<file path="config.mk">
export PLATFORM = sky130hd
export DESIGN_NAME = instr_fetch_issue_flat
export DESIGN_NICKNAME = d
export VERILOG_FILES = /design/src/rtl/instr_fetch_issue_pkg.sv /design/src/rtl/instr_fetch_issue_if.sv /design/src/rtl/instr_fetch_issue_pc_next_calc.sv /design/src/rtl/instr_fetch_issue.sv /design/src/flat_wrapper.sv
export SDC_FILE = /design/constraint.sdc
export NUM_CORES = 1
export LEC_CHECK = 0
export ABC_CLOCK_PERIOD_IN_PS = 6200
export CELL_PAD_IN_SITES_DETAIL_PLACEMENT = 1
export CELL_PAD_IN_SITES_GLOBAL_PLACEMENT = 2
export CORE_UTILIZATION = 27
export DETAILED_ROUTE_END_ITERATION = 6
export PLACE_DENSITY = 0.88
export RECOVER_POWER = 25
export REMOVE_ABC_BUFFERS = 1
export SYNTH_ARGS = -nofsm -noshare
export SYNTH_HDL_FRONTEND = slang
export SYNTH_SLANG_ARGS = --single-unit
</file>
<file path="constraint.sdc">
create_clock -name clock -period 6.2 [get_ports clock]
set_input_delay 1.86 -clock clock [delete_from_list [all_inputs] [get_ports clock]]
set_output_delay 1.86 -clock clock [all_outputs]
set_load 0.01 [all_outputs]
</file>
<file path="src/rtl/instr_fetch_issue_pkg.sv">
// Shared RISC definitions used by the instruction fetch/issue unit.
//  - Opcode constants for the control decoder's instruction set.
//  - Fetch FSM state encoding.
//  - is_legal_op(): membership test against the implemented opcode set.
// No ports (package only).
package risc_pkg;

  localparam logic [3:0] OP_AND = 4'h0;
  localparam logic [3:0] OP_OR  = 4'h1;
  localparam logic [3:0] OP_ADD = 4'h2;
  localparam logic [3:0] OP_SUB = 4'h6;
  localparam logic [3:0] OP_SLT = 4'h7;
  localparam logic [3:0] OP_LW  = 4'h8;
  localparam logic [3:0] OP_SW  = 4'hA;
  localparam logic [3:0] OP_BNE = 4'hE;
  localparam logic [3:0] OP_JMP = 4'hF;

  typedef enum logic [2:0] {
    IDLE    = 3'd0,
    FETCH   = 3'd1,
    ISSUE   = 3'd2,
    RESOLVE = 3'd3,
    HALT    = 3'd4
  } fetch_state_e;

  function automatic logic is_legal_op(input logic [3:0] op);
    logic legal;
    legal = 1'b0;
    case (op)
      OP_AND, OP_OR, OP_ADD, OP_SUB, OP_SLT,
      OP_LW, OP_SW, OP_BNE, OP_JMP: legal = 1'b1;
      default:                      legal = 1'b0;
    endcase
    return legal;
  endfunction

endpackage

</file>
<file path="src/rtl/instr_fetch_issue_if.sv">
// Bus bundle for the instruction fetch/issue unit.
//  Instruction memory : imem_req, imem_addr (unit -> mem); imem_ack, imem_rdata (mem -> unit)
//  Issue to datapath  : opCode, instr, instr_valid (unit -> dp); instr_ready (dp -> unit)
//  Resolve feedback   : ex_done, branch, jump, alu_zero (decoder/ALU -> unit)
//  Status             : pc, illegal (unit -> observers)
// modport master = fetch/issue unit side, modport slave = environment side.
interface instr_fetch_issue_if #(
  parameter int ADDR_W  = 8,
  parameter int INSTR_W = 16
);

  logic               imem_req;
  logic [ADDR_W-1:0]  imem_addr;
  logic               imem_ack;
  logic [INSTR_W-1:0] imem_rdata;
  logic [3:0]         opCode;
  logic [INSTR_W-1:0] instr;
  logic               instr_valid;
  logic               instr_ready;
  logic               ex_done;
  logic               branch;
  logic               jump;
  logic               alu_zero;
  logic [ADDR_W-1:0]  pc;
  logic               illegal;

  modport master (
    output imem_req, imem_addr, opCode, instr, instr_valid, pc, illegal,
    input  imem_ack, imem_rdata, instr_ready, ex_done, branch, jump, alu_zero
  );

  modport slave (
    input  imem_req, imem_addr, opCode, instr, instr_valid, pc, illegal,
    output imem_ack, imem_rdata, instr_ready, ex_done, branch, jump, alu_zero
  );

endinterface

</file>
<file path="src/rtl/instr_fetch_issue_pc_next_calc.sv">
// Combinational next-PC selection for the fetch/issue unit.
//  pc       in   ADDR_W   current PC
//  instr    in   INSTR_W  instruction being resolved (target in low bits, BNE offset in [3:0])
//  branch   in   1        BNE decoded
//  jump     in   1        jump decoded (wins over branch)
//  alu_zero in   1        ALU zero flag; BNE taken when 0
//  next_pc  out  ADDR_W   PC for the next fetch, modulo 2^ADDR_W
module pc_next_calc #(
  parameter int ADDR_W  = 8,
  parameter int INSTR_W = 16
) (
  input  logic [ADDR_W-1:0]  pc,
  input  logic [INSTR_W-1:0] instr,
  input  logic               branch,
  input  logic               jump,
  input  logic               alu_zero,
  output logic [ADDR_W-1:0]  next_pc
);

  logic signed [ADDR_W-1:0] br_off;
  logic        [ADDR_W-1:0] seq_pc;

  // Upper instruction bits carry opcode/register fields, irrelevant to PC selection.
  logic unused_instr_hi;
  assign unused_instr_hi = ^instr[INSTR_W-1:ADDR_W];

  assign br_off = $signed({{(ADDR_W-4){instr[3]}}, instr[3:0]});
  assign seq_pc = pc + ADDR_W'(1);

  always_comb begin
    next_pc = seq_pc;
    if (jump)
      next_pc = instr[ADDR_W-1:0];
    else if (branch && !alu_zero)
      next_pc = seq_pc + $unsigned(br_off);
  end

endmodule

</file>
<file path="src/rtl/instr_fetch_issue.sv">
// Instruction fetch/issue unit: fetches one word at a time, issues it to the
// datapath with a valid/ready handshake, then waits for execution to finish
// before computing the next PC. One instruction in flight.
//  clock    in   1  system clock, all state on posedge
//  reset_n  in   1  synchronous active-low reset
//  bus      master modport of instr_fetch_issue_if (imem, issue, resolve, status)
// Build option: INSTR_FETCH_ILLEGAL_TRAP_EN -- when defined, an unimplemented
// opcode sets the sticky illegal flag and parks the unit in HALT until reset.
module instr_fetch_issue
  import risc_pkg::*;
#(
  parameter int                ADDR_W   = 8,
  parameter int                INSTR_W  = 16,
  parameter logic [ADDR_W-1:0] RESET_PC = '0
) (
  input  logic               clock,
  input  logic               reset_n,
  instr_fetch_issue_if.master bus
);

  fetch_state_e       state_q, state_n;
  logic [ADDR_W-1:0]  pc_q;
  logic [ADDR_W-1:0]  next_pc;
  logic [INSTR_W-1:0] instr_q;
  logic               instr_load;
  logic               pc_load;

  pc_next_calc #(
    .ADDR_W  (ADDR_W),
    .INSTR_W (INSTR_W)
  ) u_pc_next_calc (
    .pc       (pc_q),
    .instr    (instr_q),
    .branch   (bus.branch),
    .jump     (bus.jump),
    .alu_zero (bus.alu_zero),
    .next_pc  (next_pc)
  );

`ifdef INSTR_FETCH_ILLEGAL_TRAP_EN
  logic trap_set;
  logic illegal_q;
`endif

  always_ff @(posedge clock) begin
    if (!reset_n)
      state_q <= IDLE;
    else
      state_q <= state_n;
  end

  always_comb begin
    state_n    = state_q;
    instr_load = 1'b0;
    pc_load    = 1'b0;
`ifdef INSTR_FETCH_ILLEGAL_TRAP_EN
    trap_set   = 1'b0;
`endif
    case (state_q)
      IDLE:    state_n = FETCH;
      FETCH: begin
        if (bus.imem_ack) begin
          instr_load = 1'b1;
`ifdef INSTR_FETCH_ILLEGAL_TRAP_EN
          if (!is_legal_op(bus.imem_rdata[INSTR_W-1 -: 4])) begin
            trap_set = 1'b1;
            state_n  = HALT;
          end else begin
            state_n  = ISSUE;
          end
`else
          state_n = ISSUE;
`endif
        end
      end
      ISSUE:   if (bus.instr_ready) state_n = RESOLVE;
      RESOLVE: begin
        // branch/jump/alu_zero only mean anything alongside ex_done.
        if (bus.ex_done) begin
          pc_load = 1'b1;
          state_n = FETCH;
        end
      end
      HALT:    state_n = HALT;
      default: state_n = IDLE;
    endcase
  end

  // Instruction and PC registers; reset clears them so a reset mid-fetch
  // abandons the instruction and ignores any late ack.
  always_ff @(posedge clock) begin
    if (!reset_n) begin
      pc_q    <= RESET_PC;
      instr_q <= '0;
    end else begin
      if (instr_load) instr_q <= bus.imem_rdata;
      if (pc_load)    pc_q    <= next_pc;
    end
  end

`ifdef INSTR_FETCH_ILLEGAL_TRAP_EN
  always_ff @(posedge clock) begin
    if (!reset_n)
      illegal_q <= 1'b0;
    else if (trap_set)
      illegal_q <= 1'b1;
  end
  assign bus.illegal = illegal_q;
`else
  assign bus.illegal = 1'b0;
`endif

  assign bus.imem_req    = (state_q == FETCH);
  assign bus.imem_addr   = pc_q;
  assign bus.instr_valid = (state_q == ISSUE);
  assign bus.opCode      = instr_q[INSTR_W-1 -: 4];
  assign bus.instr       = instr_q;
  assign bus.pc          = pc_q;

endmodule

</file>
<file path="src/flat_wrapper.sv">
// flat-port wrapper written by rule: the top's interface ports become plain ports
module instr_fetch_issue_flat import risc_pkg::*;
#(
  parameter int                ADDR_W   = 8,
  parameter int                INSTR_W  = 16,
  parameter logic [ADDR_W-1:0] RESET_PC = '0
)
  (clock, reset_n, bus_imem_req, bus_imem_addr, bus_opCode, bus_instr, bus_instr_valid, bus_pc, bus_illegal, bus_imem_ack, bus_imem_rdata, bus_instr_ready, bus_ex_done, bus_branch, bus_jump, bus_alu_zero);
  instr_fetch_issue_if #(.ADDR_W(ADDR_W), .INSTR_W(INSTR_W)) bus_i ();
  input  logic clock;
  input  logic reset_n;
  output wire logic [$bits(bus_i.imem_req)-1:0] bus_imem_req;
  output wire logic [$bits(bus_i.imem_addr)-1:0] bus_imem_addr;
  output wire logic [$bits(bus_i.opCode)-1:0] bus_opCode;
  output wire logic [$bits(bus_i.instr)-1:0] bus_instr;
  output wire logic [$bits(bus_i.instr_valid)-1:0] bus_instr_valid;
  output wire logic [$bits(bus_i.pc)-1:0] bus_pc;
  output wire logic [$bits(bus_i.illegal)-1:0] bus_illegal;
  input wire logic [$bits(bus_i.imem_ack)-1:0] bus_imem_ack;
  input wire logic [$bits(bus_i.imem_rdata)-1:0] bus_imem_rdata;
  input wire logic [$bits(bus_i.instr_ready)-1:0] bus_instr_ready;
  input wire logic [$bits(bus_i.ex_done)-1:0] bus_ex_done;
  input wire logic [$bits(bus_i.branch)-1:0] bus_branch;
  input wire logic [$bits(bus_i.jump)-1:0] bus_jump;
  input wire logic [$bits(bus_i.alu_zero)-1:0] bus_alu_zero;
  assign bus_imem_req = bus_i.imem_req;
  assign bus_imem_addr = bus_i.imem_addr;
  assign bus_opCode = bus_i.opCode;
  assign bus_instr = bus_i.instr;
  assign bus_instr_valid = bus_i.instr_valid;
  assign bus_pc = bus_i.pc;
  assign bus_illegal = bus_i.illegal;
  assign bus_i.imem_ack = bus_imem_ack;
  assign bus_i.imem_rdata = bus_imem_rdata;
  assign bus_i.instr_ready = bus_instr_ready;
  assign bus_i.ex_done = bus_ex_done;
  assign bus_i.branch = bus_branch;
  assign bus_i.jump = bus_jump;
  assign bus_i.alu_zero = bus_alu_zero;
  instr_fetch_issue #(.ADDR_W(ADDR_W), .INSTR_W(INSTR_W), .RESET_PC(RESET_PC)) u_core (.clock(clock), .reset_n(reset_n), .bus(bus_i));
endmodule
</file>
==> out/metrics.yaml, run 1 <==
yosys:
  yosys.cell_types.count: 50
  ys_seq_elements: 27
  synth.area.mux_share: 0.02857
  combinational_family_with_the_most_area_after_synthesis: "simple AND/OR/NAND/NOR gates"
  synth_adder_area_share: 0.07571
  synth_compound_gate_area_share: 0.2186
  asyncSetResetFlopFracSynth: 0
  syn_inst: 216
  yosys_warnings: 0
  area_share_of_xor_xnor_cells_in_the_synthesized_design: 0.04500
  ys.flop_type: "dfxtp_1"
  synth_seq_area_share: 0.3086
  syn_area_per_cell_um2: 8.110
  synth_simple_gate_area_share: 0.2314
  synth.cell_area_mm2: 0.001752
  synth_enable_flop_cells: 0
power:
  power_density_relative_to_cell_area_mw_per_mm2: 154.9
  static-leakage-power_nw: 0.9491
  vdd_ir_drop_max_mv: 0.08595
  report.power.total_w: 0.0003651
detailed_routing:
  vias_per_cell: 4.958
  route.antenna.remaining_nets: 0
  dr.pass1.iters: 4
  residual_drc: 0
  detailroute.via_count: 1646
  routed_wl_mm: 4.634
  drt_iter0_markers: 75
  route.detailed.wl_per_inst_um: 13.96
run_status:
  outcome: "completed"
clock_tree:
  clock_sinks: 27
  cts_tree: "built"
  max-clock-path-buffers: 2
  post-cts-setup-buffer-count: 0
  cts.clk_slew.worst_paths_ps: 90
  h_tree_depth_reported_by_cts: 1
  holdBufCountCts: 0
  worstSkewPairLatency_ps: 270
  clock_tree.root_cell: "clkbuf_8"
  post_cts_resized: 0
  tritoncts.num_buffers: 3
setup_path:
  critical_path.endpoint_type: "output port"
  cp-start-kind: "flip-flop"
  worst-r2r-setup-slack_ps: 3700
  crit_required_ps: 4340
  regToRegStartpoint: "u_core.bus.imem_addr[0]"
  crit_path_max_fanout: 7
  crit_path_launch: "u_core.state_q[0]"
  cp.arrival_ps: 1590
  setup.worst_path.class: "reg -> out"
placed_design:
  port_buffers: 61
  dpl.hpwl_mm: 3.567
  numPlacedInstances: 328
  gp_congestion: 0.7176
final_layout:
  num-nets-final: 292
  drive_gt1_frac: 0.03502
  instances_no_fill: 332
  antennaDiodeCount: 0
  area_delta_synth_final_pct: 34.50
  utilization: 0.3865
floorplan:
  dieArea_mm2: 0.006814
  die_width_um: 82.55
  standard_cell_row_count: 28
  floorplan.die.height_um: 82.55
  starting_density: 0.2874
  core_mm2: 0.006096
  boundaryPins: 63
timing:
  rsz0062_at_grt: "no"
  tightestPinTransition_ps: 913.0
  totalNegativeSetupSlack_ps: 0
  holdWs_ps: 456.1
  fmax_mhz: 289.9
  number_of_slew_limit_violations_in_the_final_report: 0
  timing.slew.headroom: 0.3894
  final.setup_skew_ps: 2.140
  finalCriticalPeriod_ps: 3449
  final_min_period_over_clock_period: 0.5563
  finalHoldViolations: 0
  setup_violations: 0
global_routing:
  grtUsageTotal: 0.1458
  first_global_vias: 1600
  grt.overflow.total: 0
  grt_first_pass_wirelength_mm: 7.583
  maximum_number_of_pins_on_one_net_before_global_route_repair: 29
  grt_antenna_before_repair: 0
hold_path:
  min_path_type: "reg -> reg"
  hold_start: "u_core.bus.instr[11]"
flow_run:
  cap_violations: 0
state kept, by name, indices dropped and copies added (netlist names):
register	count
u_core.state_q	3
u_core.bus.imem_addr	8
u_core.bus.instr	16
worst paths after layout:
check / to / cells past startpoint
min reg2reg: u_core.bus.instr[11] / 2
min: u_core.bus.instr[11] / 2
max: bus_imem_req / 3
max reg2reg: u_core.bus.imem_addr[7] / 9
cell usage after synthesis (2+ instances only):
master	instances	area (µm²)
a21boi_0	7	52.55
a21boi_1	10	75.07
a21oi_1	6	30.03
a31oi_1	2	12.51
and3_1	2	12.51
buf_2	3	15.01
buf_4	14	105.1
clkbuf_1	7	26.28
dfxtp_1	27	540.5
ha_1	9	112.6
inv_1	2	7.510
mux2i_1	5	50.05
nand2_1	43	161.4
nand2b_1	4	25.02
nand3_1	9	45.04
nor2_1	8	30.03
nor2b_1	4	25.02
nor3_1	4	20.02
o211a_1	2	20.02
o211ai_1	5	37.54
o21a_1	2	15.01
o21ai_1	3	15.01
or3_1	4	25.02
xnor2_1	6	52.55
xor2_1	3	26.28
power breakdown:
part            total, W  switching, W  internal [W]
clock network   0.000101     0.0000556     0.0000451
registers       0.000189    0.00000848      0.000180
logic          0.0000755     0.0000352     0.0000403
total           0.000365     0.0000992      0.000266
worst max-delay path, stage by stage, from the launching register on:
cell             delay, ps
dfxtp_1                430
and2b_1                210
nor2b_1                140
clkdlybuf4s50_1        540
layer usage:
metal,part of all wire,up-vias,GRT usage,wire length [µm]
met3,0.057,5,0.02967,265
met2,0.45,44,0.2488,2099
met5,0,-,0,0
met1,0.48,773,0.1847,2216
li1,-,824,-,-
met4,0.011,0,0.04138,53
cell families (layout without fill, tap and decap cells):
| logic type | after synthesis | in the layout |
|---|---|---|
| mux | 5 | 5 |
| flops | 27 | 27 |
| compound gates | 51 | 51 |
| other cells | 1 | 1 |
| simple gates | 86 | 86 |
| xor+xnor | 9 | 9 |
| fa+ha+maj | 10 | 10 |
| buf+inv | 27 | 68 |
cells in the final DEF (no fill, tap or decap), drive strengths merged, types with 2 or more instances in the layout:
cell	netlist	layout
a211oi	2	2
a21boi	17	17
a21oi	6	6
a31oi	3	3
and3	2	2
clkbuf	7	3
clkdlybuf4s50	0	45
dfxtp	27	27
dlygate4sd3	0	16
ha	9	9
inv	3	3
mux2i	5	5
nand2	43	43
nand2b	4	4
nand3	9	9
nor2	8	8
nor2b	4	4
nor3	4	4
o211a	2	2
o211ai	6	6
o21a	2	2
o21ai	5	5
or3	4	4
xnor2	6	6
xor2	3	3
through the flow:
stage	setup WS, ps	area [µm²]
after floorplan	3190	1605
after global placement	2578	2310
after detailed placement	2563	2310
after CTS	2741	2356
after global routing	2658	2356
final	2751	2356
final cells by class:
cell class / count / area, µm²
Sequential cell: 27 / 540.5
Timing Repair Buffer: 61 / 610.6
Inverter: 3 / 11.26
Tap cell: 75 / 93.84
Clock buffer: 3 / 41.29
Clock inverter: 1 / 5.005
Fill cell: 771 / 3740
Multi-Input combinational cell: 162 / 1054
No activity file was read; power rests on OpenSTA's default activity.
==> inputs of run 2 (changes only) <==
ABC_CLOCK_PERIOD_IN_PS = 2900   (was 6200)
CORE_UTILIZATION = 22   (was 27)
PLACE_DENSITY = 0.77   (was 0.88)
clock period = 2.9 ns   (was 6.2 ns; I/O delays follow)
==> out/metrics.yaml, run 2 (same netlist as run 1, synthesis figures left out) <==
clock_tree:
  post-cts-setup-buffer-count: 0  # unchanged
  post_cts_resized: 0  # unchanged
  holdBufCountCts: 0  # unchanged
  max-clock-path-buffers: 2  # unchanged
  cts.clk_slew.worst_paths_ps: 110  # +20 ps
  clock_tree.root_cell: "clkbuf_8"
  clock_sinks: 27  # unchanged
  cts_tree: "built"
  tritoncts.num_buffers: 3  # unchanged
  worstSkewPairLatency_ps: 280  # about the same
  h_tree_depth_reported_by_cts: 1  # unchanged
final_layout:
  seqCellArea_um2: 540.5  # unchanged
  mostFrequentLayoutCells: "clkdlybuf4s50_1 (49), nand2_1 (43), dfxtp_1 (27)"
  multi_input_area_mm2: 0.001054  # unchanged
  largest_register_ffs: 16  # unchanged
  num-nets-final: 304  # +4.1%
  antennaDiodeCount: 0  # unchanged
  instances_no_fill: 371  # +12%
  area_delta_synth_final_pct: 41.36
  layout.cells.most_common: "clkdlybuf4s50_1"
  post-route-cell-area_mm2: 0.002476  # +5.1%
  fillCellCount: 906  # +18%
  drive_gt1_frac: 0.07063  # +0.03561
detailed_routing:
  route.detailed.wl_per_inst_um: 14.15  # +1.4%
  routed_wl_mm: 5.251  # +13%
  drt_iter0_markers: 52  # -31%
  vias_per_cell: 4.571  # -7.8%
  residual_drc: 0  # unchanged
  detailroute.via_count: 1696  # +3.0%
  dr.pass1.iters: 4  # unchanged
  route.antenna.remaining_nets: 0  # unchanged
timing:
  final.setup_skew_ps: 1.318  # -0.8221 ps
  finalCriticalPeriod_ps: 2517
  tightestPinTransition_ps: 595.9  # -317.1 ps
  final_min_period_over_clock_period: 0.8679
  finalHoldViolations: 0  # unchanged
  holdWs_ps: 457.5  # +1.427 ps
  totalNegativeSetupSlack_ps: 0  # unchanged
  number_of_slew_limit_violations_in_the_final_report: 0  # unchanged
  rsz0062_at_grt: "no"
  fmax_mhz: 397.3
  timing.slew.headroom: 0.6018  # +0.2123
  setup_violations: 0  # unchanged
floorplan:
  dieArea_mm2: 0.008323  # +22%
  core_mm2: 0.007727  # +27%
  die_width_um: 91.23  # +11%
  boundaryPins: 63  # unchanged
  standard_cell_row_count: 32  # +14%
  starting_density: 0.2267  # -0.06067
  floorplan.die.height_um: 91.23  # +11%
setup_path:
  cp-start-kind: "flip-flop"
  critical_path.endpoint_type: "flip-flop"
  regToRegStartpoint: "u_core.bus.imem_addr[2]"
  setup.worst_path.class: "reg -> reg"
  crit_required_ps: 3090  # -1250 ps
  worst-r2r-setup-slack_ps: 380  # -3320 ps
  rr_worst_depth: 9  # unchanged
  regToRegEndpoint: "u_core.bus.imem_addr[7]"
  crit_path_max_fanout: 7  # unchanged
  crit_path_launch: "u_core.bus.imem_addr[2]"
  cp.arrival_ps: 2710  # +1120 ps
power:
  vdd_ir_drop_max_mv: 0.1490  # +73%
  static-leakage-power_nw: 0.9814  # +3.4%
  power_density_relative_to_cell_area_mw_per_mm2: 330.8  # +110%
  report.power.total_w: 0.0008192  # +120%
global_routing:
  grt.overflow.total: 0  # unchanged
  top_usage_layer: "met2"
  gr-usage-met1: 0.1666  # -0.01811
  grt_antenna_before_repair: 0  # unchanged
  first_global_vias: 1683  # +5.2%
  grt_first_pass_wirelength_mm: 8.638  # +14%
  grtUsageTotal: 0.1309  # -0.01481
  grt_use_met3: 0.03853  # +0.008856
  maximum_number_of_pins_on_one_net_before_global_route_repair: 18  # -38%
  groute.layer.met2.usage: 0.2241  # -0.02464
hold_path:
  hold_end: "u_core.bus.instr[8]"
  min_path_cells: 2  # unchanged
  min_path_type: "reg -> reg"
  hold_start: "u_core.bus.instr[8]"
placed_design:
  dpl.hpwl_mm: 4.077  # +14%
  numPlacedInstances: 367  # +12%
  place_area_mm2: 0.002434  # +5.4%
  gp_congestion: 0.7561  # +5.4%
  port_buffers: 61  # unchanged
flow_run:
  cap_violations: 0  # unchanged
run_status:
  outcome: "completed"
==> run 2: power breakdown <==
group          internal (W)  leakage [nW]  total [W]  switching (W)
registers          0.000386         0.220   0.000403      0.0000170
clock network      0.000101        0.0261   0.000244       0.000143
logic             0.0000929         0.736   0.000172      0.0000789
==> run 2: worst max path at each step <==
stage	slack, ps	endpoint
floorplan	580	u_core.bus.imem_addr[7]
global placement	490	u_core.bus.instr[2]
detailed placement	450	u_core.bus.imem_addr[7]
CTS	390	bus_imem_req
global route	160	u_core.bus.imem_addr[7]
finish	380	u_core.bus.imem_addr[7]
==> run 2: layout make-up <==
cell class | count | area share
Tap cell | 102 | 0.05154
Timing Repair Buffer | 73 | 0.2799
Sequential cell | 27 | 0.2183
Clock buffer | 3 | 0.01668
Inverter | 3 | 0.004548
Multi-Input combinational cell | 162 | 0.4255
Clock inverter | 1 | 0.003537
==> run 2: routing by layer <==
| layer | wire length [µm] | vias to the layer above |
|---|---|---|
| li1 | - | 851 |
| met2 | 2449 | 53 |
| met5 | 0 | - |
| met4 | 24 | 0 |
| met1 | 2385 | 790 |
| met3 | 392 | 2 |
==> run 2: worst max-delay path: stages, from the launching register on <==
cell and delay (ps):
dfxtp_1 470, and3_1 250, nand3_1 110, xnor2_1 260, ha_1 360, a21oi_1 370, inv_2 60, a31oi_2 160
xnor2_1 80, a211o_1 300
==> run 2: stage by stage <==
step	utilization	setup slack, ps
after CTS	0.3214	386.9
after detailed placement	0.3149	446.3
after global placement	0.3149	491.3
after floorplan	-	581.3
final	0.3204	383.2
after global routing	0.3204	160.3
==> inputs of run 3 (changes only) <==
CORE_ASPECT_RATIO = 1.1   (was default)
==> out/metrics.yaml, run 3 (same netlist as run 1, synthesis figures left out) <==
run_status:
  outcome: "completed"
timing:
  final.setup_skew_ps: 7.070  # +5.751 ps
  number_of_slew_limit_violations_in_the_final_report: 0  # unchanged
  finalCriticalPeriod_ps: 2466  # -51.10 ps
  timing.slew.headroom: 0.5980  # -0.003801
  finalHoldViolations: 0  # unchanged
  tightestPinTransition_ps: 601.6  # +5.688 ps
  fmax_mhz: 405.6  # +2.1%
  rsz0062_at_grt: "no"
  setup_violations: 0  # unchanged
  totalNegativeSetupSlack_ps: 0  # unchanged
  fin_ws_ps: 434.3  # +51.10 ps
  final_min_period_over_clock_period: 0.8502  # -0.01762
final_layout:
  num-nets-final: 301  # -0.99%
  antennaDiodeCount: 0  # unchanged
  utilization: 0.3235  # +0.003018
  area_delta_synth_final_pct: 40.29
  seqCellArea_um2: 540.5  # unchanged
  fillCellCount: 927  # +2.3%
  multi_input_area_mm2: 0.001054  # unchanged
  drive_gt1_frac: 0.06391  # -0.006722
  layout.cells.most_common: "clkdlybuf4s50_1"
  largest_register_ffs: 16  # unchanged
  mostFrequentLayoutCells: "clkdlybuf4s50_1 (51), nand2_1 (43), dfxtp_1 (27)"
power:
  power_density_relative_to_cell_area_mw_per_mm2: 325.8  # -1.5%
  vdd_ir_drop_max_mv: 0.1680  # +13%
  static-leakage-power_nw: 0.9690  # -1.3%
clock_tree:
  clock_sinks: 27  # unchanged
  max-clock-path-buffers: 2  # unchanged
  cts_tree: "built"
  holdBufCountCts: 0  # unchanged
  tritoncts.num_buffers: 3  # unchanged
  post-cts-setup-buffer-count: 0  # unchanged
  clock_tree.root_cell: "clkbuf_8"
  post_cts_resized: 0  # unchanged
  worstSkewPairLatency_ps: 280  # about the same
  h_tree_depth_reported_by_cts: 1  # unchanged
  cts.clk_slew.worst_paths_ps: 100  # about the same
detailed_routing:
  residual_drc: 0  # unchanged
  detailroute.via_count: 1689  # -0.41%
  routed_wl_mm: 5.067  # -3.5%
  route.antenna.remaining_nets: 0  # unchanged
  dr.pass1.iters: 4  # unchanged
  route.detailed.wl_per_inst_um: 13.66  # -3.5%
  vias_per_cell: 4.553  # -0.41%
  drt_iter0_markers: 30  # -42%
floorplan:
  boundaryPins: 63  # unchanged
  starting_density: 0.2306  # +0.003883
  standard_cell_row_count: 33  # +3.1%
  die_width_um: 87.08  # -4.5%
  floorplan.die.height_um: 95.59  # +4.8%
  dieArea_mm2: 0.008324  # about the same
  core_mm2: 0.007597  # -1.7%
setup_path:
  crit_path_max_fanout: 7  # unchanged
  cp-start-kind: "flip-flop"
  critical_path.endpoint_type: "output port"
  crit_required_ps: 2030  # -1060 ps
  cp.arrival_ps: 1600  # -1110 ps
  setup.worst_path.class: "reg -> out"
flow_run:
  cap_violations: 0  # unchanged
placed_design:
  dpl.hpwl_mm: 3.942  # -3.3%
  port_buffers: 61  # unchanged
  dp_worst_setup_slack_ps: 479.5  # +33.13 ps
  gp_congestion: 0.7260  # -4.0%
global_routing:
  grtUsageTotal: 0.1242  # -0.006719
  first_global_vias: 1667  # -0.95%
  grt.overflow.total: 0  # unchanged
  grt_antenna_before_repair: 0  # unchanged
  maximum_number_of_pins_on_one_net_before_global_route_repair: 17  # -1
  grt_first_pass_wirelength_mm: 8.010  # -7.3%
hold_path:
  min_path_type: "reg -> reg"
run 3: worst paths after layout:
kind	startpoint	endpoint	slack, ps	cells past startpoint
max reg2reg	u_core.bus.imem_addr[2]	u_core.bus.imem_addr[7]	500	9
min	u_core.bus.instr[8]	u_core.bus.instr[8]	460	2
min reg2reg	u_core.bus.instr[8]	u_core.bus.instr[8]	460	2
max	u_core.state_q[0]	bus_imem_req	430	3
run 3: layout make-up:
type / instances / share of cell area
Sequential cell: 27 / 0.2200
Inverter: 3 / 0.004582
Multi-Input combinational cell: 162 / 0.4287
Clock buffer: 3 / 0.01680
Timing Repair Buffer: 70 / 0.2744
Tap cell: 105 / 0.05346
Clock inverter: 1 / 0.002037
run 3: worst max-delay path: stages, from the launching register on:
cell and delay [ps]:
dfxtp_1 440, and2b_1 200, nor2b_1 140, clkdlybuf4s50_1 540
run 3: per-layer routing:
layer / vias up / part of all wire / track usage
met5: - / 0 / 0
li1: 841 / - / -
met2: 41 / 0.46 / 0.2159
met4: 0 / 0.0083 / 0.03333
met3: 4 / 0.048 / 0.02165
met1: 803 / 0.48 / 0.1573
run 3: per-stage QoR:
stage / power, W / hold slack (ps) / area [µm²] / cells
finish: 0.0008006 / 457.8 / 2457 / 371
CTS: 0.0008130 / 466.6 / 2461 / 371
detailed placement: 0.0005889 / 450.9 / 2415 / 367
global route: 0.0008505 / 490.0 / 2457 / 371
global placement: 0.0005873 / 440.9 / 2415 / 367
floorplan: 0.0004816 / 471.6 / 1605 / 192
run 3: report_power, final:
part	internal [W]	switching, W	leakage [nW]
combinational	0.0000931	0.0000790	0.724
clock	0.0000966	0.000129	0.0255
sequential	0.000386	0.0000174	0.220
total	0.000575	0.000225	0.969
